`src/rtl/ibex_mem_port_arbiter.sv`:
```
// Arbitrates the Ibex instruction-fetch and load/store hosts onto one memory port.
// Data wins by default; a starvation counter forces an instr win, and an ID FIFO routes responses back.
module ibex_mem_port_arbiter #(
  parameter int unsigned MaxOutstanding = 2,
  parameter int unsigned StarveLimit    = 4
) (
  input  logic        clk_i,
  input  logic        rst_ni,

  input  logic        instr_req_i,
  input  logic [31:0] instr_addr_i,
  output logic        instr_gnt_o,
  output logic        instr_rvalid_o,

  input  logic        data_req_i,
  input  logic        data_we_i,
  input  logic [3:0]  data_be_i,
  input  logic [31:0] data_addr_i,
  input  logic [31:0] data_wdata_i,
  input  logic [6:0]  data_wdata_intg_i,
  output logic        data_gnt_o,
  output logic        data_rvalid_o,

  output logic [31:0] rsp_rdata_o,
  output logic [6:0]  rsp_rdata_intg_o,
  output logic        rsp_err_o,

  output logic        mem_req_o,
  input  logic        mem_gnt_i,
  output logic        mem_we_o,
  output logic [3:0]  mem_be_o,
  output logic [31:0] mem_addr_o,
  output logic [31:0] mem_wdata_o,
  output logic [6:0]  mem_wdata_intg_o,
  input  logic        mem_rvalid_i,
  input  logic [31:0] mem_rdata_i,
  input  logic [6:0]  mem_rdata_intg_i,
  input  logic        mem_err_i
);

  localparam int unsigned CntW = $clog2(MaxOutstanding + 1);
  localparam int unsigned PtrW = (MaxOutstanding > 1) ? $clog2(MaxOutstanding) : 1;
  localparam int unsigned StW  = $clog2(StarveLimit + 1);

  localparam logic [CntW-1:0] CntMax  = CntW'(MaxOutstanding);
  localparam logic [PtrW-1:0] PtrLast = PtrW'(MaxOutstanding - 1);
  localparam logic [StW-1:0]  StMax   = StW'(StarveLimit);

  typedef enum logic {
    HostInstr = 1'b0,
    HostData  = 1'b1
  } host_e;

  host_e           sel;
  host_e           lock_sel_q, lock_sel_d;
  logic            lock_valid_q, lock_valid_d;
  logic [StW-1:0]  starve_q, starve_d;
  logic [CntW-1:0] count_q, count_d;
  logic [PtrW-1:0] wr_ptr_q, wr_ptr_d, rd_ptr_q, rd_ptr_d;
  host_e           id_q [MaxOutstanding];
  logic            push, pop;

  function automatic logic [PtrW-1:0] ptr_inc(input logic [PtrW-1:0] p);
    return (p == PtrLast) ? '0 : p + 1'b1;
  endfunction

  // NOTE: every signal driven here gets a default first so no latch is inferred.
  always_comb begin
    sel = HostData;
    if (lock_valid_q) begin
      sel = lock_sel_q;
    end else if (instr_req_i && (!data_req_i || starve_q == StMax)) begin
      sel = HostInstr;
    end
  end

  // Gated by rst_ni so no request or grant leaks out while reset is held.
  assign mem_req_o        = rst_ni & (instr_req_i | data_req_i) & (count_q < CntMax);
  assign mem_we_o         = (sel == HostData) ? data_we_i   : 1'b0;
  assign mem_be_o         = (sel == HostData) ? data_be_i   : 4'hF;
  assign mem_addr_o       = (sel == HostData) ? data_addr_i : instr_addr_i;
  assign mem_wdata_o      = data_wdata_i;
  assign mem_wdata_intg_o = data_wdata_intg_i;

  assign push        = mem_req_o & mem_gnt_i;
  assign instr_gnt_o = push & (sel == HostInstr);
  assign data_gnt_o  = push & (sel == HostData);

  // Responses with nothing outstanding are dropped rather than underflowing the FIFO.
  assign pop            = mem_rvalid_i & (count_q != '0);
  assign instr_rvalid_o = pop & (id_q[rd_ptr_q] == HostInstr);
  assign data_rvalid_o  = pop & (id_q[rd_ptr_q] == HostData);

  assign rsp_rdata_o      = mem_rdata_i;
  assign rsp_rdata_intg_o = mem_rdata_intg_i;
  assign rsp_err_o        = mem_err_i;

  always_comb begin
    lock_valid_d = mem_req_o & ~mem_gnt_i;
    lock_sel_d   = sel;

    starve_d = starve_q;
    if (instr_gnt_o) begin
      starve_d = '0;
    end else if (instr_req_i && starve_q != StMax) begin
      starve_d = starve_q + 1'b1;
    end

    count_d  = count_q;
    wr_ptr_d = push ? ptr_inc(wr_ptr_q) : wr_ptr_q;
    rd_ptr_d = pop  ? ptr_inc(rd_ptr_q) : rd_ptr_q;
    unique case ({push, pop})
      2'b10:   count_d = count_q + 1'b1;
      2'b01:   count_d = count_q - 1'b1;
      default: count_d = count_q;
    endcase
  end

  // NOTE: sequential state uses non-blocking assignments so all registers update together.
  always_ff @(posedge clk_i or negedge rst_ni) begin
    if (!rst_ni) begin
      lock_valid_q <= 1'b0;
      lock_sel_q   <= HostData;
      starve_q     <= '0;
      count_q      <= '0;
      wr_ptr_q     <= '0;
      rd_ptr_q     <= '0;
    end else begin
      lock_valid_q <= lock_valid_d;
      lock_sel_q   <= lock_sel_d;
      starve_q     <= starve_d;
      count_q      <= count_d;
      wr_ptr_q     <= wr_ptr_d;
      rd_ptr_q     <= rd_ptr_d;
    end
  end

  // NOTE: the ID storage is not reset; count_q gates every read, so stale entries are never used.
  always_ff @(posedge clk_i) begin
    if (push) begin
      id_q[wr_ptr_q] <= sel;
    end
  end

  assert property (@(posedge clk_i) disable iff (!rst_ni) mem_rvalid_i |-> (count_q != '0))
    else $warning("mem_rvalid_i with no outstanding transaction; response dropped");

endmodule

```
`config.mk`:
```
export PLATFORM = sky130hd
export DESIGN_NAME = ibex_mem_port_arbiter
export DESIGN_NICKNAME = d
export VERILOG_FILES = /design/src/rtl/ibex_mem_port_arbiter.sv
export SDC_FILE = /design/constraint.sdc
export NUM_CORES = 1
export LEC_CHECK = 0
export ABC_AREA = 1
export CAP_MARGIN = 20
export CORE_AREA = 2 2 107 109
export DETAILED_ROUTE_END_ITERATION = 7
export DIE_AREA = 0 0 109 111
export SLEW_MARGIN = 40
export SYNTH_ARGS = -nofsm -noshare
export SYNTH_HDL_FRONTEND = slang
export SYNTH_SLANG_ARGS = --single-unit
```
`constraint.sdc`:
```
create_clock -name clk_i -period 2 [get_ports clk_i]
set_input_delay 0.3 -clock clk_i [delete_from_list [all_inputs] [get_ports clk_i]]
set_output_delay 0.3 -clock clk_i [all_outputs]
set_load 0.1 [all_outputs]
```
# ---- Yosys cells after proc, flatten, opt, wreduce, memory -nomap -nowiden
# Memories as Yosys holds them, arrays and structs flattened.
# Cells that the tools add are included.
dict set report word_totals {
  register_bits 9
  latchBits 0
  ramBits 2
  romBits 0
  input_bits 154
  output_inout_bits 121
  word_cells 49
  memories 1
}
dict set report op_classes {
  addsub 5
  n_mul 0
  n_div 0
  order_cmp 1
  n_eq_ne 4
  shift 0
  n_mux 12
  n_bitwise 13
  reduce_logical 7
}
# name words word_bits read_ports rd_clocked_by_memory_dff write_ports line
set memory_table {}
lappend memory_table {id_q 2 1 1 0 1 60} ;# host_e id_q [MaxOutstanding];
# operator n
set ops {}
lappend ops {{32-bit two-way mux} 1}
lappend ops {{1-bit AND} 9}
lappend ops {{1-bit two-way mux} 7}
lappend ops {{3-bit two-way mux} 2}
lappend ops {{2-bit nonzero test} 3}
lappend ops {{4-bit two-way mux} 1}
lappend ops {{2-bit one-hot mux with 2 select lines} 1}
lappend ops {{3-bit by 1-bit adder with 3-bit output (second input constant)} 1}
lappend ops {{3-bit == test (second input constant)} 1}
lappend ops {{3-bit inequality test (second input constant)} 1}
lappend ops {{1-bit NOT} 3}
lappend ops {{1-bit adder (second input constant)} 2}
lappend ops {{2-bit by 1-bit adder with 2-bit output (second input constant)} 1}
lappend ops {{2-bit by 1-bit == test with 1-bit output (second input constant)} 1}
lappend ops {{2-bit == test (second input constant)} 1}
lappend ops {{1-bit logical AND} 2}
lappend ops {{2-bit less-than comparator (second input constant)} 1}
lappend ops {{2-bit by 1-bit subtractor with 2-bit output (second input constant)} 1}
lappend ops {{1-bit zero test} 1}
lappend ops {{1-bit logical OR} 1}
lappend ops {{1-bit OR} 1}

# ---- Depth between registers and ports, before layout
dict set report depth {
  word_depth 8
  mapped_depth 10
  ltp_nobuf 9
}

# ---- Least setup slack after synthesis
# OpenSTA, ideal clock, no wires.
dict set report synth_timing {
  path_type {reg-to-output}
  startpoint {register starve_q[0]}
  endpoint {output port data_gnt_o}
  t_arrival_ns 2.335
  t_required_ns 1.700
  slack_ns -0.635
  stages_incl_launch_ff 9
  n_path_buf 1
  cell_sequence {dfrtp_1 > inv_1 > ha_1 > nand2_2 > nand2_1 > nand2_1 > nand2_4 > buf_4 > nor2_1}
}
dict set report synth_via {
  elab_chain_len 6
}
# element line
set synth_lines {}
lappend synth_lines {{start, declared} 57} ;# logic [StW-1:0] starve_q, starve_d;
lappend synth_lines {{start signal, assigned} 131} ;# starve_q <= starve_d;
lappend synth_lines {{3-bit == test} 72} ;# end else if (instr_req_i && (!data_req_i || starve_q == StMax)) begin
lappend synth_lines {{1-bit logical OR} 72}
lappend synth_lines {{1-bit logical AND} 72}
lappend synth_lines {{1-bit two-way mux} 72}
lappend synth_lines {{1-bit two-way mux} 70} ;# if (lock_valid_q) begin
lappend synth_lines {{1-bit AND} 87} ;# assign data_gnt_o = push & (sel == HostData);
lappend synth_lines {{end, declared} 21} ;# output logic data_gnt_o,
# No other way between the ends.

# ---- Worst setup path in the final report
dict set report layout_timing {
  startpoint {register starve_q[0]}
  endpoint {output port mem_addr_o[16]}
}
dict set report layout_via {
  elab_chain_len 6
}
# element line
set layout_lines {}
lappend layout_lines {{3-bit == test} 72}
lappend layout_lines {{1-bit logical OR} 72}
lappend layout_lines {{1-bit logical AND} 72}
lappend layout_lines {{1-bit two-way mux} 72}
lappend layout_lines {{1-bit two-way mux} 70}
lappend layout_lines {{32-bit two-way mux} 81} ;# assign mem_addr_o = (sel == HostData) ? data_addr_i : instr_addr_i;
lappend layout_lines {{end, declared} 32} ;# output logic [31:0] mem_addr_o,
# No other way between the ends.

==> results.tsv <==
metric	value	unit
multiInputGateArea	778	um2
drtIter0Drc	33	
crit_fanout	5	
maxCapViolCount	0	
cts.htree.levels	1	
syn_inst	260	
power_density	1100	nW/um2
violations	negative setup slack	
crit_path_cell_trace	inv_2 > ha_2 > nand2_2 > nand2_2 > nand2_2 > nand2_4 > buf_6 > buf_12 > nand2_1 > nand2_2 > buf_12	
syn_nets	417	
clk_latency	0.24	ns
crit_arrival	1.72	ns
clock.fmax	496	MHz
die_y	111	um
antenna_found_initial	0	
wl	5150	um
gp_congestion	0.728	
clock-root-buffer	clkbuf_16	
tns	-0.0505	ns
grt_pass1_wl	7780	um
r2r_slack	0.33	ns
diodes	0	
hp-class	primary input to async pin	
seq_area_frac_synth	0.173	
synthesis.area	1660	um2
wl_per_cell	11.3	um
grt_use_total	0.0828	
final_nets	471	
core_area	11100	um2
cts_buffers	3	
path_common_cell	nand2_2	
grt_start_max_net_pins	18	
end_kind	output pin	
timing.final.ws_setup	-0.0173	ns
path_class	flip-flop to output pin	
drive_gt1_frac	0.403	
crit_path_start	starve_q[0]	
setup_viol	4	
synth-seq-cells	11	
ios	275	
ys_warn_count	0	
vias	1649	
rows	39	
slew_headroom	0.722	
critPathTopFamily	buffers and inverters	
dp_hpwl	4300	um
route.detailed.drc	0	
rsz0062_at_grt	true	
p_leak	1.47	nW
finalCritPeriodShare	1.01	
initial_utilization	0.149	
yosysTopAreaCellShare	0.372	
vias_per_cell	3.62	
crit_required	1.70	ns
worst_setup_path_start_kind	flip-flop	
slowest_stage	dfrtp_1	
drtAntennaViolNets	0	
outcome	finished, violations left	
regArea	287	um2
peakVddDrop	521	uV
area_delta_synth_final	92.5	%
clk_pin_slew	0.04	ns
design.die.area	12100	um2
io_buffers	116	
clockBufferDepth	2	
regToRegStartpoint	count_q[0]	
crit_buf_inv	4	
fillers	1168	
final_max_slew_viol_count	0	
hold_ws	0.378	ns
cpPeakStageDelay	0.39	ns
cts.sinks	11	
overflow	0	
period_minus_slack	2.02	ns
die_x	109	um
synth_cell_types	24	
synth_top_cells_by_area	buf_4 37%, nand2_1 26%, dfrtp_1 12%, edfxtp_1 3.6%, inv_1 3.6%	
worst_pin_slew	0.413	ns
grt_pass1_vias	1681	
avgSynthCellArea	6.37	um2
yosysTopAreaCell	buf_4	
tritoncts	done	
firstDrtPassIters	4	
hold_viol	0	
fin_skew	0.00373	ns
## area by class of cell
cell class                 instances  share of cell area
multi-input combinational        145               0.244
sequential                        11              0.0899
tap                              143              0.0561
timing repair buffer             135               0.563
clock buffer                       4              0.0247
inverter                          18              0.0220
## power breakdown
| group | total (W) | internal (W) | switching, W |
|---|---|---|---|
| clock | 0.000366 | 0.000268 | 0.0000980 |
| combinational | 0.00275 | 0.00108 | 0.00167 |
| sequential | 0.000380 | 0.000318 | 0.0000620 |
| total | 0.00349 | 0.00166 | 0.00183 |
## state kept, by name, indices dropped and copies added, names as in the netlist
signal	flops
starve_q	3
rd_ptr_q	1
wr_ptr_q	1
lock_valid_q	1
lock_sel_q	1
count_q	2
id_q	2
## through the flow
| step | instance area, um2 | power, W | utilization | instances | worst slack (ns) |
|---|---|---|---|---|---|
| CTS | 3180 | 0.00352 | 0.287 | 456 | -0.0345 |
| floorplan | 1750 | 0.00274 | - | 260 | 0.0305 |
| finish | 3190 | 0.00349 | 0.288 | 456 | -0.0173 |
| global placement | 2970 | 0.00295 | 0.268 | 443 | -0.0237 |
| detailed placement | 2970 | 0.00299 | 0.268 | 443 | -0.00657 |
| global route | 3190 | 0.00366 | 0.288 | 456 | -0.109 |
## cell families (layout without fill, tap and decap cells)
logic type                 Yosys count  in the layout  synth area share
adders and majority gates            3              3            0.0227
buffers and inverters              104            157             0.441
AOI/OAI and AO/OA                    4              4            0.0121
xor gates and xnor gates             3              3            0.0159
muxes                                1              1           0.00605
DFF                                 11             11             0.173
and+or+nand+nor                    134            134             0.329
## layer usage
metal,share of wire,vias to the layer above,track usage,wire length (um)
li1,-,800,-,-
met1,0.33,700,0.0792,1670
met2,0.51,121,0.147,2640
met3,0.12,28,0.0341,609
met4,0.042,0,0.0462,218
met5,0,-,0,0
## placed cells by master (no fill, tap or decap), drive strengths merged
cell,count
ha,3
dfrtp,8
edfxtp,2
o21ai,1
a21oi,3
nor2,8
nand2,116
clkbuf,4
nand4,1
dfstp,1
clkdlybuf4s50,74
inv,18
mux2i,1
and2,1
buf,61
nand3,3
xnor2,3
or2,5
## final timing paths
kind / to / cells past startpoint
max: mem_addr_o[16] / 11
min: count_q[0] / 2
max reg2reg: count_q[1] / 6
min reg2reg: wr_ptr_q / 2
max in group asynchronous: lock_sel_q / 2
min in group clk_i: wr_ptr_q / 2
## what timing repair did
item	in CTS	in global routing
hold endpoints to repair	0	0
setup buffers	8	1
gates cloned	1	0
hold buffers	0	0
gates resized for setup	11	11
endpoints found under the setup margin	39	39
pin swaps	6	5
## Yosys cell counts
master    count
inv_1        16
nand2_4       1
nor2_4        1
or2_1         3
nand3_1       3
nand4_1       1
ha_1          3
xnor2_1       3
nand2_2       1
or2_2         2
a21oi_1       3
o21ai_0       1
nor2_2        1
buf_4        82
mux2i_1       1
inv_2         1
dfrtp_1       8
inv_4         1
edfxtp_1      2
dfstp_2       1
nor2_1        6
and2_1        1
buf_6         4
nand2_1     114
(Power assumes the default switching activity.)
==> variant (same flow settings) <==
Register the output `rsp_err_o`, with the module's reset; this adds one clock of latency there. The other outputs are not delayed to match.
--- a/src/rtl/ibex_mem_port_arbiter.sv
+++ b/src/rtl/ibex_mem_port_arbiter.sv
@@ -94,5 +94,11 @@
   assign rsp_rdata_o      = mem_rdata_i;
   assign rsp_rdata_intg_o = mem_rdata_intg_i;
-  assign rsp_err_o        = mem_err_i;
+  always_ff @(posedge clk_i or negedge rst_ni) begin
+    if (!rst_ni) begin
+      rsp_err_o <= '0;
+    end else begin
+      rsp_err_o <= mem_err_i;
+    end
+  end
 
   always_comb begin
Check against the original RTL: not equivalent (Yosys sat finds a counterexample within 4 cycles, from zero or initial values and one cycle with rst_ni low).
==> variant against the original RTL <==
  * The flow still finishes with violations (setup timing)
  * Sequential cell count increased by 1
  * Power is 8.8% higher
  * Synthesized area up 1.1%
  * Clock power increased by 2%
  * Final area rose by 10%
  * Clock skew shrank 0.0013 ns
  * Worst setup slack worse by 0.0034 ns
  * Routed wire length up 22%
  * Worst hold slack improved by 0.0073 ns
  * Via count is 4.2% higher
  * Non-clock buffer count increased by 7
  * Critical endpoint is now mem_addr_o[25]
  * Largest power group unchanged
  * Highest routed layer unchanged
==> variant: results (changes against the original RTL) <==
status: "finished, violations left"
violations: "setup timing"
syn_avg_cell_area_um2: 6.43  # +1.1%
cellLeakagePower_nw: 1.63  # +10%
tightest_slew_ns: 0.412  # -0.00150 ns
ys_async_sr_fraction: 0.833  # +0.0152
seq_area_frac_synth: 0.186  # +0.0131
worst_slack_ns: -0.0207  # -0.00337 ns
syn_nets: 417  # unchanged
topRoutingLayerUsed: "met4"
peakVddDrop_mv: 0.430  # -17%
gp_congestion: 0.674  # -7.5%
dpl.hpwl_um: 4440  # +3.2%
track_usage: 0.101  # +0.0178
drive_gt1_frac: 0.463  # +0.0604
grt_pass1_wl_um: 9390  # +21%
grt_pass1_vias: 1847  # +9.9%
htreeDepth: 1  # unchanged
clockBufferDepth: 2  # unchanged
crit_path_max_fanout: 9  # +4
yosys_warnings: 0  # unchanged
yosys.area_share.xor_xnor: 0.0157  # -0.000166
dp_cells: 447  # +0.90%
finClkSkew_ns: 0.00245  # -0.00128 ns
synth_cell_type_count: 24  # unchanged
nets: 482  # +2.3%
wl_met2_um: 3300  # +25%
grt_max_degree: 14  # -4
worst_ep_arrival_time_ns: 1.72  # about the same
slowest_delay_ns: 0.36  # -0.03 ns
drtIter0Drc: 71  # +120%
slowest_stage: "dfrtp_1"
setup_violations: 18  # +14
ys.flop_type: "dfrtp_1"
yosys.area_share.adder: 0.0224  # -0.000237
synth_common_cells: "nand2_1, buf_4, inv_1"
routedWlPerCell_um: 13.4  # +19%
synth_mux_area_frac: 0.00598  # -0.0000633
synthTopCellsByArea: "buf_4, nand2_1, dfrtp_1"
wl_met3_um: 527  # -13%
drt_pass1_iterations: 4  # unchanged
diodes: 0  # unchanged
fill_cells: 1127  # -3.5%
synth_compound_area_frac: 0.0120  # -0.000127
wl_met1_um: 2270  # +36%
cp_top_family: "buffers and inverters"
routed_wl_um: 6270  # +22%
io_buffer_count: 118  # +1.7%
via_per_inst: 3.68  # +1.7%
numCtsBuffers: 3  # unchanged
## variant: cell count changes in the layout (fill, tap and decap cells not counted), sizes merged
cell,unedited run,this run
buf,61,66
dfrtp,8,9
inv,18,21
clkinv,0,1
dlygate4sd2,0,1
## variant: through the flow
step	instance area, um^2	hold WS, ns	setup TNS, ns	setup WS, ns
after floorplan	1770	0.00441	0	0.0305
after global routing	3510	0.440	-2.46	-0.0903
final	3510	0.385	-0.186	-0.0207
after CTS	3360	0.389	-1.15	-0.0711
after detailed placement	3000	0.465	-3.05	-0.109
after global placement	3000	0.454	-3.03	-0.112
## variant: routing by layer
metal	global-route usage	up-vias
met5	0	-
met4	0.0436	0
met3	0.0294	24
met2	0.176	96
met1	0.110	776
li1	-	822
## variant: layout make-up
type	instances	area share
multi-input combinational	145	0.258
sequential	12	0.0887
timing repair inverter	3	0.0135
timing repair buffer	142	0.541
tap	143	0.0510
inverter	18	0.0246
clock buffer	3	0.0214
clock inverter	1	0.00107
## variant: repair_timing
item,in CTS,in global routing
endpoints found under the setup margin,39,39
pin swaps,19,11
gates cloned,5,1
buffers inserted,10,2
resized for setup,35,34
## variant: final timing paths
check                                  from             end  slack, ns  depth (start not counted)
min in group clk_i                 wr_ptr_q        wr_ptr_q       0.47                          2
worst min-delay path                 rst_ni      count_q[0]       0.39                          2
worst min register to register     wr_ptr_q        wr_ptr_q       0.47                          2
max in group asynchronous            rst_ni      lock_sel_q       1.39                          2
worst max register to register   count_q[0]      count_q[1]       0.31                          6
worst max-delay path            starve_q[0]  mem_addr_o[25]      -0.02                         11
## variant: cells by family after synthesis
kind of cell	Yosys count
flip-flops	12
multiplexers	1
XOR/XNOR	3
AND/OR/NAND/NOR	134
buffers and inverters	103
AO/OA/AOI/OAI	4
adder cells (fa/ha/maj)	3
## variant: where the power goes
group	leakage (nW)	total, W	switching (W)	internal, W
logic	1.45	0.00302	0.00181	0.00121
clock network	0.0385	0.000373	0.000109	0.000264
registers	0.137	0.000407	0.0000680	0.000339
